==> src/rtl/sim_console_pkg.sv <==
// Shared types and constants for the simulation console / sim-control AXI write slave.
package sim_console_pkg;

    typedef enum logic [1:0] {
        IDLE = 2'd0,
        DATA = 2'd1,
        RESP = 2'd2
    } state_e;

    localparam logic [1:0]  RESP_OKAY    = 2'b00;
    localparam logic [1:0]  RESP_SLVERR  = 2'b10;
    localparam logic [1:0]  BURST_INCR   = 2'b01;

    localparam logic [63:0] MAGIC_PASS   = 64'h0000_0004_4433_3222;
    localparam logic [63:0] MAGIC_FAIL   = 64'h0000_0023_8234_8720;

    localparam logic [39:0] CON_ADDR_DEF  = 40'h00_9000_0000;
    localparam logic [39:0] CTRL_ADDR_DEF = 40'h00_9000_0010;

endpackage

==> src/rtl/sim_console_fifo.sv <==
// Synchronous FIFO for console characters; push while full is honoured only with a same-cycle pop.
module sim_console_fifo #(
    parameter int unsigned WIDTH = 8,
    parameter int unsigned DEPTH = 8
) (
    input  logic             clk,
    input  logic             rst_b,
    input  logic             push_i,
    input  logic [WIDTH-1:0] data_i,
    input  logic             pop_i,
    output logic [WIDTH-1:0] data_o,
    output logic             full_o,
    output logic             empty_o
);

    localparam int unsigned AW = $clog2(DEPTH);

    // Extra MSB on each pointer distinguishes full from empty.
    logic [AW:0]      wr_q, wr_d;
    logic [AW:0]      rd_q, rd_d;
    logic [WIDTH-1:0] mem_q [DEPTH];
    logic             do_push;
    logic             do_pop;

    always_comb begin
        empty_o = (wr_q == rd_q);
        full_o  = (wr_q[AW] != rd_q[AW]) && (wr_q[AW-1:0] == rd_q[AW-1:0]);
        do_pop  = pop_i && !empty_o;
        do_push = push_i && (!full_o || do_pop);
        wr_d    = do_push ? wr_q + 1'b1 : wr_q;
        rd_d    = do_pop ? rd_q + 1'b1 : rd_q;
        data_o  = empty_o ? '0 : mem_q[rd_q[AW-1:0]];
    end

    always_ff @(posedge clk or negedge rst_b) begin
        if (!rst_b) begin
            wr_q <= '0;
            rd_q <= '0;
        end else begin
            wr_q <= wr_d;
            rd_q <= rd_d;
        end
    end

    always_ff @(posedge clk) begin
        if (do_push) begin
            mem_q[wr_q[AW-1:0]] <= data_i;
        end
    end

endmodule

==> src/rtl/axi_sim_console_slave.sv <==
// AXI4 write-only slave for the simulation-peripheral window: console character sink and
// sim-control (pass/fail) register, one outstanding transaction at a time.
module axi_sim_console_slave
    import sim_console_pkg::*;
#(
    parameter int unsigned        ADDR_W     = 40,
    parameter int unsigned        DATA_W     = 128,
    parameter int unsigned        ID_W       = 8,
    parameter int unsigned        FIFO_DEPTH = 8,
    parameter logic [ADDR_W-1:0]  CON_ADDR   = ADDR_W'(CON_ADDR_DEF),
    parameter logic [ADDR_W-1:0]  CTRL_ADDR  = ADDR_W'(CTRL_ADDR_DEF)
) (
    input  logic                  clk,
    input  logic                  rst_b,
    input  logic                  awvalid_i,
    output logic                  awready_o,
    input  logic [ADDR_W-1:0]     awaddr_i,
    input  logic [ID_W-1:0]       awid_i,
    input  logic [3:0]            awlen_i,
    input  logic [1:0]            awburst_i,
    input  logic                  wvalid_i,
    output logic                  wready_o,
    input  logic [DATA_W-1:0]     wdata_i,
    input  logic [DATA_W/8-1:0]   wstrb_i,
    input  logic                  wlast_i,
    output logic                  bvalid_o,
    input  logic                  bready_i,
    output logic [ID_W-1:0]       bid_o,
    output logic [1:0]            bresp_o,
    output logic                  char_valid_o,
    input  logic                  char_ready_i,
    output logic [7:0]            char_data_o,
    output logic                  sim_done_o,
    output logic                  sim_pass_o
);

    localparam int unsigned STRB_W = DATA_W / 8;

    state_e          state_q, state_d;
    logic            rdy_q;
    logic            con_q, con_d;
    logic            ctl_q, ctl_d;
    logic            err_q, err_d;
    logic [ID_W-1:0] bid_q, bid_d;
    logic            done_q, done_d;
    logic            pass_q, pass_d;

    logic            aw_hs;
    logic            w_hs;
    logic            lane_ok;
    logic [7:0]      lane_char;
    logic            fifo_push;
    logic            fifo_pop;
    logic            fifo_full;
    logic            fifo_empty;
    logic            len_burst_ok;

    // A console beat carries exactly one full 32-bit lane; the character is its low byte.
    always_comb begin
        lane_ok   = 1'b0;
        lane_char = '0;
        for (int k = 0; k < 4; k++) begin
            if (wstrb_i == (STRB_W'(4'hF) << (4 * k))) begin
                lane_ok   = 1'b1;
                lane_char = wdata_i[32 * k +: 8];
            end
        end
    end

    always_comb begin
        state_d      = state_q;
        con_d        = con_q;
        ctl_d        = ctl_q;
        err_d        = err_q;
        bid_d        = bid_q;
        done_d       = done_q;
        pass_d       = pass_q;
        wready_o     = 1'b0;
        char_valid_o = !fifo_empty;
        fifo_pop     = char_valid_o && char_ready_i;
        awready_o    = rdy_q && (state_q == IDLE);
        bvalid_o     = (state_q == RESP);
        bresp_o      = err_q ? RESP_SLVERR : RESP_OKAY;
        bid_o        = bid_q;
        sim_done_o   = done_q;
        sim_pass_o   = pass_q;
        aw_hs        = awvalid_i && awready_o;
        len_burst_ok = (awlen_i == 4'd0) && (awburst_i == BURST_INCR);

        unique case (state_q)
            IDLE: begin
                if (aw_hs) begin
                    con_d   = len_burst_ok && (awaddr_i == CON_ADDR);
                    ctl_d   = len_burst_ok && (awaddr_i == CTRL_ADDR);
                    err_d   = !(con_d || ctl_d);
                    bid_d   = awid_i;
                    state_d = DATA;
                end
            end
            DATA: begin
                wready_o = con_q ? (!fifo_full || fifo_pop) : 1'b1;
                if (wvalid_i && wready_o && wlast_i) begin
                    state_d = RESP;
                end
            end
            RESP: begin
                if (bready_i) begin
                    state_d = IDLE;
                end
            end
            default: state_d = IDLE;
        endcase

        w_hs      = (state_q == DATA) && wvalid_i && wready_o;
        fifo_push = w_hs && con_q && lane_ok;

        // First magic value wins; later terminal writes are ignored.
        if (w_hs && ctl_q && (wstrb_i[7:0] == 8'hFF) && !done_q) begin
            if (wdata_i[63:0] == MAGIC_PASS) begin
                done_d = 1'b1;
                pass_d = 1'b1;
            end else if (wdata_i[63:0] == MAGIC_FAIL) begin
                done_d = 1'b1;
                pass_d = 1'b0;
            end
        end
    end

    always_ff @(posedge clk or negedge rst_b) begin
        if (!rst_b) begin
            state_q <= IDLE;
            rdy_q   <= 1'b0;
            con_q   <= 1'b0;
            ctl_q   <= 1'b0;
            err_q   <= 1'b0;
            bid_q   <= '0;
            done_q  <= 1'b0;
            pass_q  <= 1'b0;
        end else begin
            state_q <= state_d;
            rdy_q   <= 1'b1;
            con_q   <= con_d;
            ctl_q   <= ctl_d;
            err_q   <= err_d;
            bid_q   <= bid_d;
            done_q  <= done_d;
            pass_q  <= pass_d;
        end
    end

    sim_console_fifo #(
        .WIDTH (8),
        .DEPTH (FIFO_DEPTH)
    ) u_fifo (
        .clk     (clk),
        .rst_b   (rst_b),
        .push_i  (fifo_push),
        .data_i  (lane_char),
        .pop_i   (fifo_pop),
        .data_o  (char_data_o),
        .full_o  (fifo_full),
        .empty_o (fifo_empty)
    );

endmodule

==> config.mk <==
export PLATFORM = sky130hd
export DESIGN_NAME = axi_sim_console_slave
export DESIGN_NICKNAME = d
export VERILOG_FILES = /design/src/rtl/sim_console_pkg.sv /design/src/rtl/sim_console_fifo.sv /design/src/rtl/axi_sim_console_slave.sv
export SDC_FILE = /design/constraint.sdc
export NUM_CORES = 1
export LEC_CHECK = 0
export BUFFER_PORTS_ARGS = -buffer_cell sky130_fd_sc_hd__buf_2
export CORE_MARGIN = 2
export CORE_UTILIZATION = 45
export DETAILED_ROUTE_END_ITERATION = 7
export GPL_TIMING_DRIVEN = 0
export PLACE_DENSITY = 0.81
export RECOVER_POWER = 25
export SETUP_SLACK_MARGIN = 0.05
export SLEW_MARGIN = 20
export SYNTH_ARGS = -nofsm -noshare
export SYNTH_HDL_FRONTEND = slang
export SYNTH_SLANG_ARGS = --single-unit
==> constraint.sdc <==
create_clock -name clk -period 3.1 [get_ports clk]
set_clock_uncertainty 0.2 [all_clocks]
set_input_delay 0.31 -clock clk [delete_from_list [all_inputs] [get_ports clk]]
set_output_delay 0.31 -clock clk [all_outputs]
set_load 0.01 [all_outputs]
==> results of run 1 <==
## flip-flops by register name, indices dropped and copies added, names as in the netlist
signal,cells
u_fifo.wr_q,4
err_q,1
u_fifo.rd_q,4
rdy_q,1
sim_pass_o,1
bid_o,8
u_fifo.mem_q,64
sim_done_o,1
state_q,2
ctl_q,1
con_q,1
## final cells by class
cell class / instances / area (sq um)
Antenna cell: 1 / 2.50
Buffer: 13 / 86.3
Clock buffer: 9 / 124
Clock inverter: 6 / 92.6
Fill cell: 684 / 3370
Inverter: 8 / 30.0
Multi-Input combinational cell: 202 / 1770
Sequential cell: 88 / 2520
Tap cell: 129 / 161
Timing Repair Buffer: 202 / 1080
## path summary, 6_finish.rpt
path | start | endpoint | slack (ps)
setup / recovery | wstrb_i[4] | u_fifo.mem_q[7][2] | 100
hold / removal | bready_i | state_q[1] | 40
setup reg to reg | u_fifo.rd_q[0] | u_fifo.mem_q[7][2] | 230
hold reg to reg | u_fifo.wr_q[3] | u_fifo.wr_q[3] | 310
max in group asynchronous | rst_b | u_fifo.rd_q[0] | 1340
min in group asynchronous | rst_b | bid_o[2] | 570
## what timing repair did
action                                 4_1_cts  5_1_grt
endpoints found under the hold margin       34        0
setup endpoints to repair                   49       93
gates resized for setup                     16       11
setup buffers                                0        9
hold buffers                                10        0
pin swaps                                    0        6
gates cloned                                 0        0
## layout by cell type, fill, tap and decap left out, types with 3 or more instances in the layout
cell,Yosys,layout
sky130_fd_sc_hd__or4_1,5,3
sky130_fd_sc_hd__a221oi_1,6,6
sky130_fd_sc_hd__nor4b_1,8,8
sky130_fd_sc_hd__nor2_1,25,25
sky130_fd_sc_hd__mux2i_1,10,10
sky130_fd_sc_hd__buf_2,2,165
sky130_fd_sc_hd__nor2b_1,3,3
sky130_fd_sc_hd__inv_1,8,8
sky130_fd_sc_hd__mux4_2,16,16
sky130_fd_sc_hd__edfxtp_1,64,64
sky130_fd_sc_hd__clkbuf_2,1,3
sky130_fd_sc_hd__clkbuf_8,0,10
sky130_fd_sc_hd__o21ai_1,1,7
sky130_fd_sc_hd__nand3_1,7,7
sky130_fd_sc_hd__nor4_1,22,18
sky130_fd_sc_hd__nor4_4,1,5
sky130_fd_sc_hd__xnor2_1,6,6
sky130_fd_sc_hd__buf_4,3,16
sky130_fd_sc_hd__dfrtp_1,24,24
sky130_fd_sc_hd__nor3_1,7,5
sky130_fd_sc_hd__nor3b_1,3,3
sky130_fd_sc_hd__dlygate4sd3_1,0,10
sky130_fd_sc_hd__nand2_1,17,17
sky130_fd_sc_hd__clkbuf_1,3,16
sky130_fd_sc_hd__mux2_2,10,10
sky130_fd_sc_hd__nand4_1,12,12
sky130_fd_sc_hd__o21ai_0,10,4
sky130_fd_sc_hd__nor4b_4,0,3
sky130_fd_sc_hd__xor2_1,4,4
## cell families after synthesis
group,count (synthesis),share of synthesized area (%)
simple gates,124,17.8
flops,88,59.0
mux,37,13.8
compound gates,27,4.36
buf+inv,22,2.28
xor+xnor,10,2.05
fa+ha+maj,2,0.585
other cells,2,0.176
## through the flow
step	instances	TNS (ps)	utilization (%)	hold slack (ps)
2_1_floorplan	312	-5050	-	-186
3_3_place_gp	620	-58430	57.7	116
3_5_place_dp	624	-38890	58.4	120
4_1_cts	649	0	62.7	9.22
5_1_grt	658	-240	63.6	37.4
6_report	658	0	63.6	40.6
## power groups by stage
| stage | clock (mW) | combinational (mW) | sequential, mW |
|---|---|---|---|
| after global routing | 0.909 | 0.879 | 1.40 |
| after global placement | 0 | 0.786 | 1.40 |
| after floorplan | 0 | 0.458 | 1.43 |
| after detailed placement | 0 | 0.801 | 1.41 |
| final | 0.863 | 0.814 | 1.39 |
| after CTS | 0.864 | 0.832 | 1.39 |
## tightest hold or removal path: cells and delay by family
kind	cells	cell delay (ps)
AO/OA/AOI/OAI	1	130
buffers and inverters	2	120
## layer usage
metal  vias to the layer above  routed length, um  GRT usage [%]
li1                       1672                  -              -
met1                      1741               4480           27.8
met2                       201               6510           40.6
met3                        30                876           4.49
met4                         0                384           9.98
met5                         -                  0              0
==> metrics.txt, run 1 <==
post-route DRC violation count=0; # clock sinks=just under 90; CP max-delay cell=sky130_fd_sc_hd__nor3_4; TritonCTS clock tree=built; proportion of synthesized flip-flops having asynchronous set or reset=between 20% and 30%; final hold violation count=0; synthesis-stage register bit count=~90; final cycle utilization of the critical path=a little over nine tenths; synthesized area=between 4000 and 5000 sq um; clock-pin slew on the worst setup and hold paths=approximately 80 ps; Routed WL per cell=~19 um; Yosys warnings=0; Total Routing Usage GR=23.1%; Clock Power Share=28.1%; sequential element share of the synthesized area=about 59%; number of cell rows=35; switching part of the total=slightly below 30%; first-pass GRT wire length=between 15000 and 20000 um; setup repair after global routing missed its margin=yes; crit path setup slack, layout=about 100 ps; Max Buffers Root-to-Sink=2; fraction of layout cells with a size suffix above 1=a little under half; # IOs=around 230; placed standard-cell area=about 5400 sq um; dominant cells by area after synthesis=sky130_fd_sc_hd__edfxtp_1 45%, sky130_fd_sc_hd__dfrtp_1 14%, sky130_fd_sc_hd__mux4_2 8.4%; horizontal die dimension=101 um; Buf+Inv Stages, Crit Path=2; total power=3.07 mW; Net Count, Synth=between 500 and 600; largest net degree at the start of global routing=25; count of TritonRoute iterations in the first routing pass=5; count of routing violations after the opening detailed-route iteration=~180; Critical Path Sink Type=flip-flop; number of stages on the worst hold path=3; commonest cells in the synthesized netlist=64 x sky130_fd_sc_hd__edfxtp_1, 25 x sky130_fd_sc_hd__nor2_1, 24 x sky130_fd_sc_hd__dfrtp_1, 22 x sky130_fd_sc_hd__nor4_1, 17 x sky130_fd_sc_hd__nand2_1; sum of net half-perimeters after detailed placement=slightly above 9000 um; area inside the core boundary=9240 sq um; cells traversed along the worst timing path=buf_2 -> or4_1 -> clkbuf_2 -> nor4_4 -> a221o_2 -> nand4_4 -> nor3_4; total congestion overflow after global routing=0; run status=completed; highest attainable clock frequency=333 MHz; peak supply drop=between 0.0002 and 0.0003 V; cell family with most CP delay=simple AND/OR/NAND/NOR gates; insertion delay to the later sink of the worst-skew pair=360 ps; worst stage delay on the critical path=around 600 ps; number of nets in the layout=between 700 and 800; cell count along the critical path=7; net switching component of the power=~0.90 mW; Tightest Hold Check Type=input pin to flip-flop; EDFF count, synth=64; via count of the first global-routing pass=approximately 3600; Worst Max-Slew Pin Slew=1330 ps; Setup crit start kind=input pin; max_cap viols=0; number of max-slew violations in the final report=0; number of antenna violations at the first check in global routing=1; worst r2r path cells=6; most repeated cell in the gate-level netlist after synthesis=sky130_fd_sc_hd__edfxtp_1; synthesis-to-finish area growth=37.4%; worst setup timing slack at the placement stage=-672 ps; post-synthesis area per instance=13.7 sq um; final std cell area, no fill=approximately 5900 sq um; H-tree Lvls=3; WP data arrival=~2800 ps; final routed wirelength across all metal layers=12300 um; count of input and output buffers=between 150 and 200; Power Density=~520 nW/um^2; sequential power share=between 40 and 50%; number of distinct library cell variants in the gate-level netlist after synthesis=50; post-synthesis instance total=between 300 and 400; Period minus WS final=between 3000 and 4000 ps; number of clock buffers inserted by TritonCTS=9; Comb pwr share=26.5%; initial core utilization=a little under half; Worst slew margin=between 10 and 15%; Clock Tree Root=sky130_fd_sc_hd__clkbuf_8; library cell occupying the most area in the post-synthesis netlist=sky130_fd_sc_hd__edfxtp_1; crit-path max FO=10; Static Leakage=between 2 and 2.5 nW; worst setup path class=input pin to flip-flop; count of final setup violators=0; design internal power=2.17 mW; post-synth top area share=between 40% and 50%; most used flip-flop cell after synthesis=sky130_fd_sc_hd__edfxtp_1; via count=3644; data required time of the critical path=roughly 2900 ps; ratio of routed vias to standard cells=~5.5; area of the die=10300 sq um; number of nets still failing antenna checks after routing=0; chip height=101 um; GP Congestion=0.856
Note: power is estimated with default switching activity, not from simulation.
==> run 2, diff against run 1 <==
CELL_PAD_IN_SITES_DETAIL_PLACEMENT = 0   (was unset)
CELL_PAD_IN_SITES_GLOBAL_PLACEMENT = 1   (was unset)
CORE_UTILIZATION = 34   (was 45)
==> run 2 against run 1 <==
Effect of this change:
- sequential share of layout area fell by 0.69 points
- hold slack got worse by 30 ps
- cell count up 5.3%
- sequential power is essentially flat
- non-clock buffer count is 4 lower
- setup slack better by 130 ps
- utilization shrank 14 points
- critical path depth did not move
- highest routed layer unchanged
- global-route usage is 6.1 points lower
- critical path type is now flip-flop to flip-flop
- sequential cell count stayed put
- clock power grew 33%
- first-iteration DRC count increased by 8.7%
==> metrics.txt, run 2 (same netlist as run 1, synthesis figures left out) <==
area used by multi-input combinational logic=1760 sq um (was 1770 sq um); cell family with most CP delay=simple AND/OR/NAND/NOR gates (unchanged); area inside the core boundary=12200 sq um (was 9240 sq um); worst setup timing slack at the placement stage=-681 ps (was -672 ps); final std cell area, no fill=5970 sq um (was 5870 sq um); number of cell rows=40 (was 35); run status=completed (unchanged); Buf+Inv Stages, Crit Path=2 (unchanged); first-pass GRT wire length=17200 um (was 17500 um); synthesis-to-finish area growth=39.6% (was 37.4%); Worst slew margin=6.13% (was 11.1%); Total Routing Usage GR=17.0% (was 23.1%); setup repair after global routing missed its margin=no (was yes); sum of net half-perimeters after detailed placement=8880 um (was 9350 um); peak supply drop=0.000228 V (was 0.000296 V); routing usage on met1=21.4% (was 27.8%); Static Leakage=2.16 nW (was 2.14 nW); TritonCTS clock tree=built (unchanged); WP data arrival=2720 ps (was 2800 ps); count of final setup violators=0 (unchanged); via count=3477 (was 3644); GP Congestion=0.914 (was 0.856); ratio of routed vias to standard cells=5.02 (was 5.54); met3 layer usage reported by global route=2.44% (was 4.49%); crit-path max FO=10 (unchanged); end-of-flow core utilization=49.1% (was 63.6%); final hold violation count=0 (unchanged); highest attainable clock frequency=348 MHz (was 333 MHz); Period minus WS final=2870 ps (was 3000 ps); Worst Max-Slew Pin Slew=1410 ps (was 1330 ps); initial core utilization=35.2% (was 46.3%); CP max-delay cell=sky130_fd_sc_hd__nor4_2 (was sky130_fd_sc_hd__nor3_4); area of the die=13500 sq um (was 10300 sq um); final cycle utilization of the critical path=92.6% (was 96.9%); Routed WL per cell=16.6 um (was 18.6 um); switching part of the total=27.5% (was 29.2%); fraction of layout cells with a size suffix above 1=46.3% (was 47.0%); Layout fillers=1051 (was 684); number of max-slew violations in the final report=0 (unchanged); Setup crit start kind=flip-flop (was input pin); sequential power share=41.5% (was 45.3%); post-route DRC violation count=0 (unchanged); Comb pwr share=24.1% (was 26.5%); largest net degree at the start of global routing=25 (unchanged); Max Buffers Root-to-Sink=2 (unchanged); chip height=116 um (was 101 um); total congestion overflow after global routing=0 (unchanged); insertion delay to the later sink of the worst-skew pair=340 ps (was 360 ps); number of nets in the layout=727 (was 731); sequential cell area in the final layout=2520 sq um (unchanged); Clock Tree Root=sky130_fd_sc_hd__clkbuf_16 (was sky130_fd_sc_hd__clkbuf_8); count of input and output buffers=179 (unchanged); crit path setup slack, layout=228 ps (was 97.3 ps); most frequent cells in the layout=167 x sky130_fd_sc_hd__buf_2, 64 x sky130_fd_sc_hd__edfxtp_1, 25 x sky130_fd_sc_hd__nor2_1 (was 165 x sky130_fd_sc_hd__buf_2, 64 x sky130_fd_sc_hd__edfxtp_1, 25 x sky130_fd_sc_hd__nor2_1); Clock Power Share=34.4% (was 28.1%); net switching component of the power=0.921 mW (was 0.896 mW); most common cell after layout, fill and taps aside=sky130_fd_sc_hd__buf_2 (unchanged); cells traversed along the worst timing path=buf_2 -> xor2_1 -> nor3_1 -> nand2_1 -> nand4_4 -> nor4_2 -> buf_4 (was buf_2 -> or4_1 -> clkbuf_2 -> nor4_4 -> a221o_2 -> nand4_4 -> nor3_4); design internal power=2.42 mW (was 2.17 mW); worst setup path class=flip-flop to flip-flop (was input pin to flip-flop); # clock sinks=88 (unchanged); count of TritonRoute iterations in the first routing pass=4 (was 5); final routed wirelength across all metal layers=11500 um (was 12300 um); Critical Path Sink Type=flip-flop (unchanged); via count of the first global-routing pass=3487 (was 3572); H-tree Lvls=3 (unchanged); clock-pin slew on the worst setup and hold paths=60 ps (was 80 ps); GRT busiest layer=met2 (unchanged); # IOs=229 (unchanged); worst stage delay on the critical path=480 ps (was 600 ps); max_cap viols=0 (unchanged); flip-flop count of the largest register, all copies and words added=64 (unchanged); number of nets still failing antenna checks after routing=0 (unchanged); Worst Hold Slack=10.7 ps (was 40.6 ps); data required time of the critical path=2950 ps (was 2900 ps); number of antenna violations at the first check in global routing=0 (was 1); placed standard-cell area=5450 sq um (was 5400 sq um); Power Density=560 nW/um^2 (was 522 nW/um^2); Tightest Hold Check Type=input pin to flip-flop (unchanged); total power=3.34 mW (was 3.07 mW); number of clock buffers inserted by TritonCTS=9 (unchanged); horizontal die dimension=116 um (was 101 um); count of routing violations after the opening detailed-route iteration=199 (was 183); GR Util met2=29.7% (was 40.6%); antenna cells=0 (was 1)
run 2: changes by cell type in the layout (fill, tap and decap cells not counted), moves of 2 or more:
cell and delta:
sky130_fd_sc_hd__buf_2 +2, sky130_fd_sc_hd__buf_4 -4, sky130_fd_sc_hd__buf_6 -2, sky130_fd_sc_hd__clkbuf_16 +9, sky130_fd_sc_hd__clkbuf_8 -10, sky130_fd_sc_hd__clkinv_1 +2
sky130_fd_sc_hd__nor4_2 +2, sky130_fd_sc_hd__or4_1 +2, sky130_fd_sc_hd__or4_4 -2
run 2: through the flow:
stage	setup TNS, ps	instances
floorplan	-5050	312
global placement	-59450	659
detailed placement	-40500	663
CTS	-874	691
global route	0	693
finish	0	693
run 2: area by class of cell:
type / instances / area share, %
inverters: 8 / 0.503
repair buffers: 198 / 17.7
flip-flops and latches: 88 / 42.2
plain buffers: 13 / 1.19
multi-input cells: 202 / 29.5
clock buffers: 9 / 3.77
well taps: 168 / 3.52
clock inverters: 7 / 1.55
run 2: path summary, 6_finish.rpt:
path | cells past startpoint | slack [ps] | from | to
min in group asynchronous | 2 | 630 | rst_b | bid_o[3]
min reg2reg | 1 | 300 | u_fifo.wr_q[3] | u_fifo.wr_q[3]
max in group asynchronous | 2 | 1230 | rst_b | sim_done_o
max | 7 | 230 | u_fifo.rd_q[0] | u_fifo.mem_q[0][6]
min | 2 | 10 | awid_i[0] | bid_o[0]
max reg2reg | 7 | 230 | u_fifo.rd_q[0] | u_fifo.mem_q[0][6]
run 2: power groups by stage:
stage,clock network [mW],logic (mW),registers (mW)
5_1_grt,1.22,0.889,1.40
3_5_place_dp,0,0.812,1.41
4_1_cts,1.18,0.835,1.39
3_3_place_gp,0,0.791,1.41
6_report,1.15,0.807,1.39
2_1_floorplan,0,0.458,1.43
run 2: repair_timing:
item | 4_1_cts | 5_1_grt
setup endpoints to repair | 82 | 88
pin swaps | 2 | 2
hold buffers | 9 | 0
buffers inserted | 3 | 3
gates resized for setup | 13 | 12
cloned | 0 | 0
hold endpoints to repair | 32 | 0
run 2: per-layer routing:
| layer | vias to the layer above | routed length [um] |
|---|---|---|
| li1 | 1661 | - |
| met1 | 1663 | 4660 |
| met2 | 142 | 6030 |
| met3 | 11 | 654 |
| met4 | 0 | 193 |
| met5 | - | 0 |
==> run 3, diff against run 2 <==
BUFFER_PORTS_ARGS = -buffer_cell sky130_fd_sc_hd__buf_4   (was -buffer_cell sky130_fd_sc_hd__buf_2)
RECOVER_POWER = unset   (was 25)
==> run 3 against run 2 <==
Effect of this change:
- critical path depth up 1
- setup slack worse by 26 ps
- critical path type is now input pin to flip-flop
- fmax down 0.90%
- global-route usage up 0.31 points
- cell count unchanged
- combinational power up 16%
- clock power about the same
- non-clock buffer count unchanged
==> metrics.txt, run 3 (same netlist as run 1, synthesis figures left out) <==
first-pass GRT wire length=17700 um (was 17200 um); antenna cells=0 (unchanged); number of nets in the layout=727 (unchanged); Static Leakage=2.39 nW (was 2.16 nW); largest net degree at the start of global routing=25 (unchanged); most repeated library cell on the critical path=sky130_fd_sc_hd__nor4_4; fraction of layout cells with a size suffix above 1=49.3% (was 46.3%); Power Density=535 nW/um^2 (was 560 nW/um^2); TritonCTS clock tree=built (unchanged); post-route DRC violation count=0 (unchanged); H-tree Lvls=3 (unchanged); area of the die=13500 sq um (unchanged); Tightest Hold Check Type=input pin to flip-flop (unchanged); count of input and output buffers=179 (unchanged); Setup crit start kind=input pin (was flip-flop); Placed Cells incl. Taps=663 (unchanged); number of nets still failing antenna checks after routing=0 (unchanged); count of routing violations after the opening detailed-route iteration=169 (was 199); fin cells=693 (unchanged); CP max-delay cell=sky130_fd_sc_hd__or4_1 (was sky130_fd_sc_hd__nor4_2); # IOs=229 (unchanged); ratio of routed vias to standard cells=5.05 (was 5.02); # clock sinks=88 (unchanged); peak supply drop=0.000322 V (was 0.000228 V); final std cell area, no fill=6480 sq um (was 5970 sq um); run status=completed (unchanged); worst stage delay on the critical path=500 ps (was 480 ps); crit-path max FO=10 (unchanged); chip height=116 um (unchanged); flip-flop count of the largest register, all copies and words added=64 (unchanged); Max Buffers Root-to-Sink=2 (unchanged); crit path setup slack, layout=202 ps (was 228 ps); number of cell rows=40 (unchanged); sum of net half-perimeters after detailed placement=9050 um (was 8880 um); via count=3498 (was 3477); number of antenna violations at the first check in global routing=0 (unchanged); clock-pin slew on the worst setup and hold paths=70 ps (was 60 ps); Critical Path Sink Type=flip-flop (unchanged); total congestion overflow after global routing=0 (unchanged); Worst slew margin=33.1% (was 6.13%); WP data arrival=2750 ps (was 2720 ps); synthesis-to-finish area growth=51.6% (was 39.6%); worst setup timing slack at the placement stage=-643 ps (was -681 ps); Worst Max-Slew Pin Slew=996 ps (was 1410 ps); final routed wirelength across all metal layers=11900 um (was 11500 um); most frequent cells in the layout=188 x sky130_fd_sc_hd__buf_4, 64 x sky130_fd_sc_hd__edfxtp_1, 25 x sky130_fd_sc_hd__nor2_1 (was 167 x sky130_fd_sc_hd__buf_2, 64 x sky130_fd_sc_hd__edfxtp_1, 25 x sky130_fd_sc_hd__nor2_1); setup repair after global routing missed its margin=no (unchanged); GP Congestion=0.894 (was 0.914); count of TritonRoute iterations in the first routing pass=4 (unchanged); data required time of the critical path=2950 ps (about the same); cells traversed along the worst timing path=buf_4 -> or4_1 -> clkbuf_2 -> nor4_4 -> a221o_2 -> nand4_4 -> nor4_4 -> buf_2 (was buf_2 -> xor2_1 -> nor3_1 -> nand2_1 -> nand4_4 -> nor4_2 -> buf_4); Period minus WS final=2900 ps (was 2870 ps); horizontal die dimension=116 um (unchanged); worst setup path class=input pin to flip-flop (was flip-flop to flip-flop); highest attainable clock frequency=345 MHz (was 348 MHz); initial core utilization=35.2% (unchanged); max_cap viols=0 (unchanged); placed standard-cell area=5890 sq um (was 5450 sq um); Clock Tree Root=sky130_fd_sc_hd__clkbuf_16 (unchanged); area inside the core boundary=12200 sq um (unchanged); count of final setup violators=0 (unchanged); via count of the first global-routing pass=3539 (was 3487); Routed WL per cell=17.2 um (was 16.6 um); insertion delay to the later sink of the worst-skew pair=340 ps (about the same); final cycle utilization of the critical path=93.5% (was 92.6%); number of max-slew violations in the final report=0 (unchanged); most common cell after layout, fill and taps aside=sky130_fd_sc_hd__buf_4 (was sky130_fd_sc_hd__buf_2); final hold violation count=0 (unchanged); number of clock buffers inserted by TritonCTS=9 (unchanged); Total Routing Usage GR=17.3% (was 17.0%)
==> run 3: changes by cell type in the layout (fill, tap and decap cells not counted), sizes merged <==
cell      previous run  this run
buf                181       195
clkbuf              30        16
inv                 10        13
bufinv               2         1
clkinv               2         1
clkinvlp             1         0
==> run 3: layout make-up <==
cell class	instances	area, sq um
flip-flops and latches	88	2520
clock buffers	9	225
clock inverters	7	97.6
inverters	8	30.0
plain buffers	13	73.8
multi-input cells	202	1780
well taps	168	210
fillers	1034	5680
repair buffers	198	1540
==> run 3: what timing repair did <==
action                     4_1_cts  5_1_grt
hold buffers                     9        0
setup endpoints to repair       49      110
hold endpoints to repair        33        0
resized for setup                7       17
setup buffers                    2        4
pin swaps                        1        4
==> run 3: critical path, delay by kind of cell <==
family / cells / cell delay [ps]
AOI/OAI and AO/OA: 1 / 240
and+or+nand+nor: 4 / 1640
buffers and inverters: 3 / 540
==> run 3: final timing paths <==
| path | cells past startpoint | slack [ps] | start | endpoint |
|---|---|---|---|---|
| max in group asynchronous | 2 | 2240 | rst_b | u_fifo.wr_q[0] |
| max reg2reg | 7 | 210 | u_fifo.wr_q[0] | u_fifo.mem_q[6][4] |
| min reg2reg | 1 | 300 | u_fifo.rd_q[3] | u_fifo.rd_q[3] |
| min | 2 | 6 | awid_i[0] | bid_o[0] |
| max | 8 | 200 | wstrb_i[12] | u_fifo.mem_q[6][4] |
| min in group asynchronous | 2 | 210 | rst_b | bid_o[3] |
==> run 3: metal layers <==
layer / track usage (%) / share of wire (%) / up-vias
li1: - / - / 1661
met2: 29.6 / 54 / 149
met3: 3.06 / 5.7 / 17
met1: 21.7 / 39 / 1671
met5: 0 / 0 / -
met4: 7.78 / 2.0 / 0
==> run 3: metrics by stage <==
step	hold WS, ps	total power [mW]	TNS [ps]	util [%]
after floorplan	-186	1.89	-5050	-
after global placement	26.1	2.31	-58360	47.9
after detailed placement	33.0	2.34	-35730	48.5
after CTS	0.300	3.50	-523	52.5
after global routing	11.2	3.63	0	53.3
final	5.79	3.47	0	53.3
==> run 3: power breakdown <==
group	switching [mW]	leakage [nW]	internal, mW	total [mW]
combinational	0.437	1.50	0.503	0.940
clock	0.485	0.159	0.654	1.14
sequential	0.0501	0.734	1.34	1.39
total	0.972	2.39	2.50	3.47
